--- src/rtl/accel_bus_switch_pkg.sv ---
// Shared ids, widths and decode kinds for the
// accelerator bus switch.
package accel_bus_pkg;

  localparam int ACCEL_DATA_WIDTH = 16;
  localparam int ACCEL_ID_EVENTS  = 0;

  typedef enum logic [3:0] {
    ID_EVENTS   = 4'd0,
    ID_LINE     = 4'd1,
    ID_FILL     = 4'd2,
    ID_SYMBOL   = 4'd3,
    ID_KEYBOARD = 4'd4,
    ID_ALU      = 4'd5,
    ID_SM       = 4'd6,
    ID_FIFO     = 4'd7
  } accel_id_e;

  typedef enum logic [1:0] {
    SEL_EVENTS,
    SEL_CHANNEL,
    SEL_NONE
  } sel_kind_e;

endpackage

--- src/rtl/accel_bus_switch_if.sv ---
// CPU accelerator port plus the fanned-out
// channel side, bundled for the switch.
interface accel_bus_switch_if
  import accel_bus_pkg::*;
#(
  parameter int NUM_CH     = 7,
  parameter int ID_WIDTH   = 4,
  parameter int DATA_WIDTH = ACCEL_DATA_WIDTH
);
  logic [ID_WIDTH-1:0]          accel_id;
  logic                         cpu_read_enable;
  logic                         cpu_write_enable;
  logic [DATA_WIDTH-1:0]        cpu_write_data;
  logic                         cpu_can_read;
  logic                         cpu_can_write;
  logic [DATA_WIDTH-1:0]        cpu_read_data;
  logic [NUM_CH-1:0]            ch_can_read;
  logic [NUM_CH-1:0]            ch_can_write;
  logic [NUM_CH*DATA_WIDTH-1:0] ch_read_data;
  logic [NUM_CH-1:0]            ch_read_enable;
  logic [NUM_CH-1:0]            ch_write_enable;
  logic [DATA_WIDTH-1:0]        ch_write_data;

  modport slave (
    input  accel_id, cpu_read_enable,
    input  cpu_write_enable, cpu_write_data,
    input  ch_can_read, ch_can_write,
    input  ch_read_data,
    output cpu_can_read, cpu_can_write,
    output cpu_read_data,
    output ch_read_enable, ch_write_enable,
    output ch_write_data
  );

  modport master (
    output accel_id, cpu_read_enable,
    output cpu_write_enable, cpu_write_data,
    output ch_can_read, ch_can_write,
    output ch_read_data,
    input  cpu_can_read, cpu_can_write,
    input  cpu_read_data,
    input  ch_read_enable, ch_write_enable,
    input  ch_write_data
  );
endinterface

--- src/rtl/accel_stall_watchdog.sv ---
// Counts consecutive stalled cycles on one id and
// latches a sticky error with the first culprit.
module accel_stall_watchdog
  import accel_bus_pkg::*;
#(
  parameter int ID_WIDTH    = 4,
  parameter int STALL_LIMIT = 1024
) (
  input  logic                clk,
  input  logic                rst,
  input  logic [ID_WIDTH-1:0] accel_id,
  input  logic                stalled,
  input  logic                stall_clear,
  output logic                stall_error,
  output logic [ID_WIDTH-1:0] stall_id
);
  localparam int CW = $clog2(STALL_LIMIT + 1);

  logic [CW-1:0]       cnt_q, cnt_d;
  logic [ID_WIDTH-1:0] prev_id_q;
  logic                err_q, err_d;
  logic [ID_WIDTH-1:0] id_q, id_d;

  always_comb begin
    cnt_d = '0;
    err_d = err_q;
    id_d  = id_q;
    if (stalled && (accel_id == prev_id_q)) begin
      if (cnt_q == CW'(STALL_LIMIT)) cnt_d = cnt_q;
      else                           cnt_d = cnt_q + 1'b1;
    end
    // clear beats a coinciding trip
    if (stall_clear) begin
      cnt_d = '0;
      err_d = 1'b0;
    end else if (cnt_d == CW'(STALL_LIMIT) && !err_q) begin
      err_d = 1'b1;
      id_d  = accel_id;
    end
  end

  always_ff @(posedge clk) begin
    if (rst) begin
      cnt_q     <= '0;
      prev_id_q <= '0;
      err_q     <= 1'b0;
      id_q      <= '0;
    end else begin
      cnt_q     <= cnt_d;
      prev_id_q <= accel_id;
      err_q     <= err_d;
      id_q      <= id_d;
    end
  end

  assign stall_error = err_q;
  assign stall_id    = id_q;
endmodule

--- src/rtl/accel_bus_switch.sv ---
// Decodes accel_id, steers strobes to channels, merges
// readiness/data back, and hosts the id-0 event register.
module accel_bus_switch
  import accel_bus_pkg::*;
#(
  parameter int NUM_CH        = 7,
  parameter int ID_WIDTH      = 4,
  parameter int DATA_WIDTH    = ACCEL_DATA_WIDTH,
  parameter int NUM_EVENTS    = 1,
  parameter int INIT_EVENTS   = 1,
  parameter int STALL_LIMIT   = 1024,
  parameter int WATCHDOG_MASK = 0
) (
  input  logic                  clk,
  input  logic                  rst,
  accel_bus_switch_if.slave     bus,
  input  logic [NUM_EVENTS-1:0] event_in,
  input  logic                  stall_clear,
  output logic                  stall_error,
  output logic [ID_WIDTH-1:0]   stall_id
);
  logic [NUM_CH-1:0]     sel;
  sel_kind_e             kind;
  logic                  ch_rd_rdy, ch_wr_rdy;
  logic [DATA_WIDTH-1:0] ch_rdata;
  logic [NUM_EVENTS-1:0] pending_q, pending_d;
  logic                  ev_rd, ev_wr, stalled;

  always_comb begin
    sel      = '0;
    ch_rdata = '0;
    for (int k = 0; k < NUM_CH; k++) begin
      sel[k]   = (bus.accel_id == ID_WIDTH'(k + 1));
      ch_rdata = ch_rdata
        | ({DATA_WIDTH{sel[k]}}
        & bus.ch_read_data[k*DATA_WIDTH +: DATA_WIDTH]);
    end
  end

  assign kind =
    (bus.accel_id == ID_WIDTH'(ACCEL_ID_EVENTS)) ? SEL_EVENTS :
    (|sel)                                       ? SEL_CHANNEL :
                                                   SEL_NONE;

  assign ch_rd_rdy = |(sel & bus.ch_can_read);
  assign ch_wr_rdy = |(sel & bus.ch_can_write);
  assign bus.ch_write_data = bus.cpu_write_data;

  always_comb begin
    bus.cpu_can_read    = 1'b0;
    bus.cpu_can_write   = 1'b0;
    bus.cpu_read_data   = '0;
    bus.ch_read_enable  = '0;
    bus.ch_write_enable = '0;
    unique case (kind)
      SEL_EVENTS: begin
        bus.cpu_can_read  = |pending_q;
        bus.cpu_can_write = 1'b1;
        bus.cpu_read_data = DATA_WIDTH'(pending_q);
      end
      SEL_CHANNEL: begin
        bus.cpu_can_read    = ch_rd_rdy;
        bus.cpu_can_write   = ch_wr_rdy;
        bus.cpu_read_data   = ch_rdata;
        bus.ch_read_enable  = sel & {NUM_CH{bus.cpu_read_enable}};
        bus.ch_write_enable = sel & {NUM_CH{bus.cpu_write_enable}};
      end
      default: ;
    endcase
  end

  assign ev_rd = (kind == SEL_EVENTS) && bus.cpu_read_enable;
  assign ev_wr = (kind == SEL_EVENTS) && bus.cpu_write_enable;

  // a read drains every set bit; new events always survive
  always_comb begin
    pending_d = pending_q;
    if (ev_rd)      pending_d = '0;
    else if (ev_wr) pending_d = pending_q
                      & ~bus.cpu_write_data[NUM_EVENTS-1:0];
    pending_d = pending_d | event_in;
  end

  always_ff @(posedge clk) begin
    if (rst) pending_q <= NUM_EVENTS'(INIT_EVENTS);
    else     pending_q <= pending_d;
  end

  assign stalled = (kind == SEL_CHANNEL)
    && !(|(sel & NUM_CH'(WATCHDOG_MASK)))
    && !ch_rd_rdy && !ch_wr_rdy;

  accel_stall_watchdog #(
    .ID_WIDTH    (ID_WIDTH),
    .STALL_LIMIT (STALL_LIMIT)
  ) u_wdog (
    .clk         (clk),
    .rst         (rst),
    .accel_id    (bus.accel_id),
    .stalled     (stalled),
    .stall_clear (stall_clear),
    .stall_error (stall_error),
    .stall_id    (stall_id)
  );
endmodule

--- src/flat_wrapper.sv ---
// flat-port wrapper written by rule: the top's interface ports become plain ports
module accel_bus_switch_flat import accel_bus_pkg::*;
#(
  parameter int NUM_CH        = 7,
  parameter int ID_WIDTH      = 4,
  parameter int DATA_WIDTH    = ACCEL_DATA_WIDTH,
  parameter int NUM_EVENTS    = 1,
  parameter int INIT_EVENTS   = 1,
  parameter int STALL_LIMIT   = 1024,
  parameter int WATCHDOG_MASK = 0
)
  (clk, rst, event_in, stall_clear, stall_error, stall_id, bus_accel_id, bus_cpu_read_enable, bus_cpu_write_enable, bus_cpu_write_data, bus_ch_can_read, bus_ch_can_write, bus_ch_read_data, bus_cpu_can_read, bus_cpu_can_write, bus_cpu_read_data, bus_ch_read_enable, bus_ch_write_enable, bus_ch_write_data);
  accel_bus_switch_if #(.NUM_CH(NUM_CH), .ID_WIDTH(ID_WIDTH), .DATA_WIDTH(DATA_WIDTH)) bus_i ();
  input  logic clk;
  input  logic rst;
  input  logic [NUM_EVENTS-1:0] event_in;
  input  logic stall_clear;
  output logic stall_error;
  output logic [ID_WIDTH-1:0] stall_id;
  input wire logic [$bits(bus_i.accel_id)-1:0] bus_accel_id;
  input wire logic [$bits(bus_i.cpu_read_enable)-1:0] bus_cpu_read_enable;
  input wire logic [$bits(bus_i.cpu_write_enable)-1:0] bus_cpu_write_enable;
  input wire logic [$bits(bus_i.cpu_write_data)-1:0] bus_cpu_write_data;
  input wire logic [$bits(bus_i.ch_can_read)-1:0] bus_ch_can_read;
  input wire logic [$bits(bus_i.ch_can_write)-1:0] bus_ch_can_write;
  input wire logic [$bits(bus_i.ch_read_data)-1:0] bus_ch_read_data;
  output wire logic [$bits(bus_i.cpu_can_read)-1:0] bus_cpu_can_read;
  output wire logic [$bits(bus_i.cpu_can_write)-1:0] bus_cpu_can_write;
  output wire logic [$bits(bus_i.cpu_read_data)-1:0] bus_cpu_read_data;
  output wire logic [$bits(bus_i.ch_read_enable)-1:0] bus_ch_read_enable;
  output wire logic [$bits(bus_i.ch_write_enable)-1:0] bus_ch_write_enable;
  output wire logic [$bits(bus_i.ch_write_data)-1:0] bus_ch_write_data;
  assign bus_i.accel_id = bus_accel_id;
  assign bus_i.cpu_read_enable = bus_cpu_read_enable;
  assign bus_i.cpu_write_enable = bus_cpu_write_enable;
  assign bus_i.cpu_write_data = bus_cpu_write_data;
  assign bus_i.ch_can_read = bus_ch_can_read;
  assign bus_i.ch_can_write = bus_ch_can_write;
  assign bus_i.ch_read_data = bus_ch_read_data;
  assign bus_cpu_can_read = bus_i.cpu_can_read;
  assign bus_cpu_can_write = bus_i.cpu_can_write;
  assign bus_cpu_read_data = bus_i.cpu_read_data;
  assign bus_ch_read_enable = bus_i.ch_read_enable;
  assign bus_ch_write_enable = bus_i.ch_write_enable;
  assign bus_ch_write_data = bus_i.ch_write_data;
  accel_bus_switch #(.NUM_CH(NUM_CH), .ID_WIDTH(ID_WIDTH), .DATA_WIDTH(DATA_WIDTH), .NUM_EVENTS(NUM_EVENTS), .INIT_EVENTS(INIT_EVENTS), .STALL_LIMIT(STALL_LIMIT), .WATCHDOG_MASK(WATCHDOG_MASK)) u_core (.clk(clk), .rst(rst), .bus(bus_i), .event_in(event_in), .stall_clear(stall_clear), .stall_error(stall_error), .stall_id(stall_id));
endmodule
--- config.mk ---
export PLATFORM = sky130hd
export DESIGN_NAME = accel_bus_switch_flat
export DESIGN_NICKNAME = d
export VERILOG_FILES = /design/src/rtl/accel_bus_switch_pkg.sv /design/src/rtl/accel_bus_switch_if.sv /design/src/rtl/accel_stall_watchdog.sv /design/src/rtl/accel_bus_switch.sv /design/src/flat_wrapper.sv
export SDC_FILE = /design/constraint.sdc
export NUM_CORES = 1
export LEC_CHECK = 0
export CORE_ASPECT_RATIO = 0.7
export CORE_MARGIN = 5
export CORE_UTILIZATION = 27
export DETAILED_ROUTE_END_ITERATION = 10
export PLACE_DENSITY = 0.78
export SLEW_MARGIN = 30
export SYNTH_ARGS = -nofsm -noshare
export SYNTH_HDL_FRONTEND = slang
export SYNTH_SLANG_ARGS = --single-unit
--- constraint.sdc ---
create_clock -name clk -period 2.97 [get_ports clk]
set_clock_uncertainty 0.2 [all_clocks]
set_input_delay 0.7425 -clock clk [delete_from_list [all_inputs] [get_ports clk]]
set_output_delay 0.7425 -clock clk [all_outputs]
set_load 0.01 [all_outputs]
==> metrics, run 1 <==
outcome completed; required time of the critical path ~2 ns; all-layer global routing usage between 20% and 30%; first-pass GRT wire length around 17 mm; Yosys top cell by area dfxtp_1; pre-CTS WS -0.819 ns; Die ar. around 9600 sq um; Initial Util about 28%; GR Layer Usage met1 26.0%; met2 Resource Use GR just under 40%; Syn Area/Cell between 7 and 8 sq um; Setup WS post-layout 0.0351 ns; Synth area leaders dfxtp_1 20%, a22oi_1 13%, nor2_1 6.0%; WS Path Type in -> out; Detailed Place HPWL about 8.7 mm; Layout area overhead 114%; post-synth top area share approximately 20%; Final Hold Vio Count 0; drt drc 0; Post-Syn Area slightly above 2000 sq um; minimum clock period between 2 and 3 ns; GR Util met3 under 10%; Placer Congestion 0.851; H-tree depth 1; WL/cell 18.9 um; port bufs approximately 170; post-synthesis register bit count 21; ys async rst share 0%; final setup vio count 0; core area 7380 sq um; Unique masters post-synth between 40 and 50; commonest non-fill, non-tap cell in the layout clkdlybuf4s50_1; CP Launch Point bus_accel_id[1]; hold slack final between 0.2 and 0.3 ns; busiest grt layer met2; final design utilization approximately 60%; critical path endpoint bus_ch_write_enable[1]; clk_lat worst skew ~0.27 ns; vias per inst 5.20; HP Class reg -> reg; post-route insts no fill ~570; CP startpoint kind input port; Fin Setup TNS 0 ns; R2R Setup Slk between 0.3 and 0.4 ns; Worst Tran Pin Value 0.415 ns; Total Wirelength approximately 11 mm; die extent in y between 80 and 90 um; largest net degree at the start of global routing 17; max_cap viols 0; ant diodes 0; Power Density roughly 200 nW/um^2; Clock Tree Buf Depth 2; final critical-path share of the clock period just under 100%; Final ANT Viol Nets 0; Crit Reg-Reg Endpoint u_core.u_wdog.stall_id[1]; Ys Warns 0; worst reg2reg path depth 8; TritonCTS clock tree yes; RSZ-0062 raised after global routing yes; crit-path max FO 5; Die Span X 115 um; cell count after synthesis 270; clock net sink count 21; initial antenna violation count 0; Clock Pin Slew Worst Setup and Hold Paths 0.08 ns; sequential element share of the synthesized area 20.3%; leakage power 0.00178 uW; Fmax between 300 and 400 MHz; fin. max-slew vios 0; number of synthesized flops with an enable pin 0; fraction of layout cells with a size suffix above 1 ~28%; Syn Nets around 420; grt total ovfl 0; vias ~3000; FF-to-FF Start u_core.u_wdog.cnt_q[0]; Std-Cell Rows 26; Worst Setup End Kind primary output; placed insts approximately 550; Initial DRC Count around 210; clk root buf clkbuf_8; vias in the first global route 3105; TritonCTS buffer count 3; nets 625; TritonRoute pass-1 iters 6; Peak VDD IR approximately 0.00016 V; most frequent cells in the layout 132 x clkdlybuf4s50_1, 39 x buf_4, 34 x a22oi_1, 29 x nor2_1, 21 x dfxtp_1; CP Data Arrival Time 1.99 ns; dominant synthesized flop cell dfxtp_1; relative slew slack approximately 72%; Ports about 210
worst min-delay path by stage:
stage / start / endpoint / slack (ns) / cells after the start
3_5_place_dp: u_core.pending_q / u_core.pending_q / 0.26 / 2
5_1_grt: u_core.u_wdog.stall_id[3] / u_core.u_wdog.stall_id[3] / 0.30 / 1
4_1_cts: u_core.pending_q / u_core.pending_q / 0.27 / 2
2_1_floorplan: u_core.pending_q / u_core.pending_q / 0.24 / 2
3_3_place_gp: u_core.pending_q / u_core.pending_q / 0.25 / 2
6_report: u_core.pending_q / u_core.pending_q / 0.27 / 2
per-stage QoR:
stage          power [uW]  instance area [sq um]
2_1_floorplan         420                   2080
3_3_place_gp          696                   4160
3_5_place_dp          700                   4160
4_1_cts               902                   4350
5_1_grt               960                   4430
6_report              912                   4430
sequential cells by signal, summed over array words and instances (netlist names):
register	cells
u_core.u_wdog.cnt_q	11
u_core.pending_q	1
u_core.u_wdog.prev_id_q	4
u_core.u_wdog.stall_id	4
u_core.u_wdog.stall_error	1
power by group:
| part | internal (uW) | switching, uW |
|---|---|---|
| Clock | 94.9 | 101 |
| Sequential | 284 | 1.37 |
| Combinational | 274 | 156 |
| Total | 654 | 259 |
Yosys cell counts (all sizes together), types with 2 or more instances:
cell	number
a22oi	36
nor2	33
buf	21
dfxtp	21
nand2	21
nand3	19
clkbuf	13
nor2b	11
a222oi	10
nor3	10
nand4	8
xnor2	8
and3	7
a21oi	6
mux2	6
xor2	5
and2	4
mux2i	3
nand2b	3
a2111oi	2
a221oi	2
a22o	2
ha	2
inv	2
nor4	2
critical path, cell delays in order:
cell and delay, ns:
buf_6 0.10, buf_6 0.13, buf_4 0.14, buf_4 0.15
and2b_1 0.19, buf_4 0.15, nand2_1 0.07, nor2_1 0.05
dlygate4sd2_1 0.27
routing by layer:
metal | share of wire [%] | vias up
met5 | 0 | -
met4 | 1.9 | 0
met3 | 7.1 | 24
met2 | 51 | 139
met1 | 40 | 1389
li1 | - | 1403
repair_timing:
item | CTS | global route
endpoints found under the setup margin | 36 | 26
setup buffers | 12 | 2
hold buffers | 0 | 0
gates cloned | 2 | 0
gates resized for setup | 157 | 24
pin swaps | 27 | 12
layout make-up:
class / count / area [sq um]
Sequential cell: 21 / 420
Timing Repair Buffer: 230 / 2200
Clock buffer: 3 / 41.3
Multi-Input combinational cell: 213 / 1640
Fill cell: 639 / 2950
Tap cell: 98 / 123
Inverter: 2 / 7.51
Clock inverter: 1 / 7.51
logic make-up after synthesis:
group                      synth area share [%]
DFF                                        20.3
buffers and inverters                      10.0
and+or+nand+nor                            31.9
AOI/OAI and AO/OA                          25.9
muxes                                      5.25
adders and majority gates                  1.21
xor gates and xnor gates                   5.49
Note: power is estimated with default switching activity, not from simulation.
==> run 2, diff against run 1 <==
--- a/config.mk
+++ b/config.mk
@@ -5,6 +5,7 @@
 export SDC_FILE = /design/constraint.sdc
 export NUM_CORES = 1
 export LEC_CHECK = 0
+export CAP_MARGIN = 20
 export CORE_ASPECT_RATIO = 0.7
 export CORE_MARGIN = 5
 export CORE_UTILIZATION = 27
==> results of run 2 <==
Same layout as run 1: the final DEF is identical, and so are final timing and power.
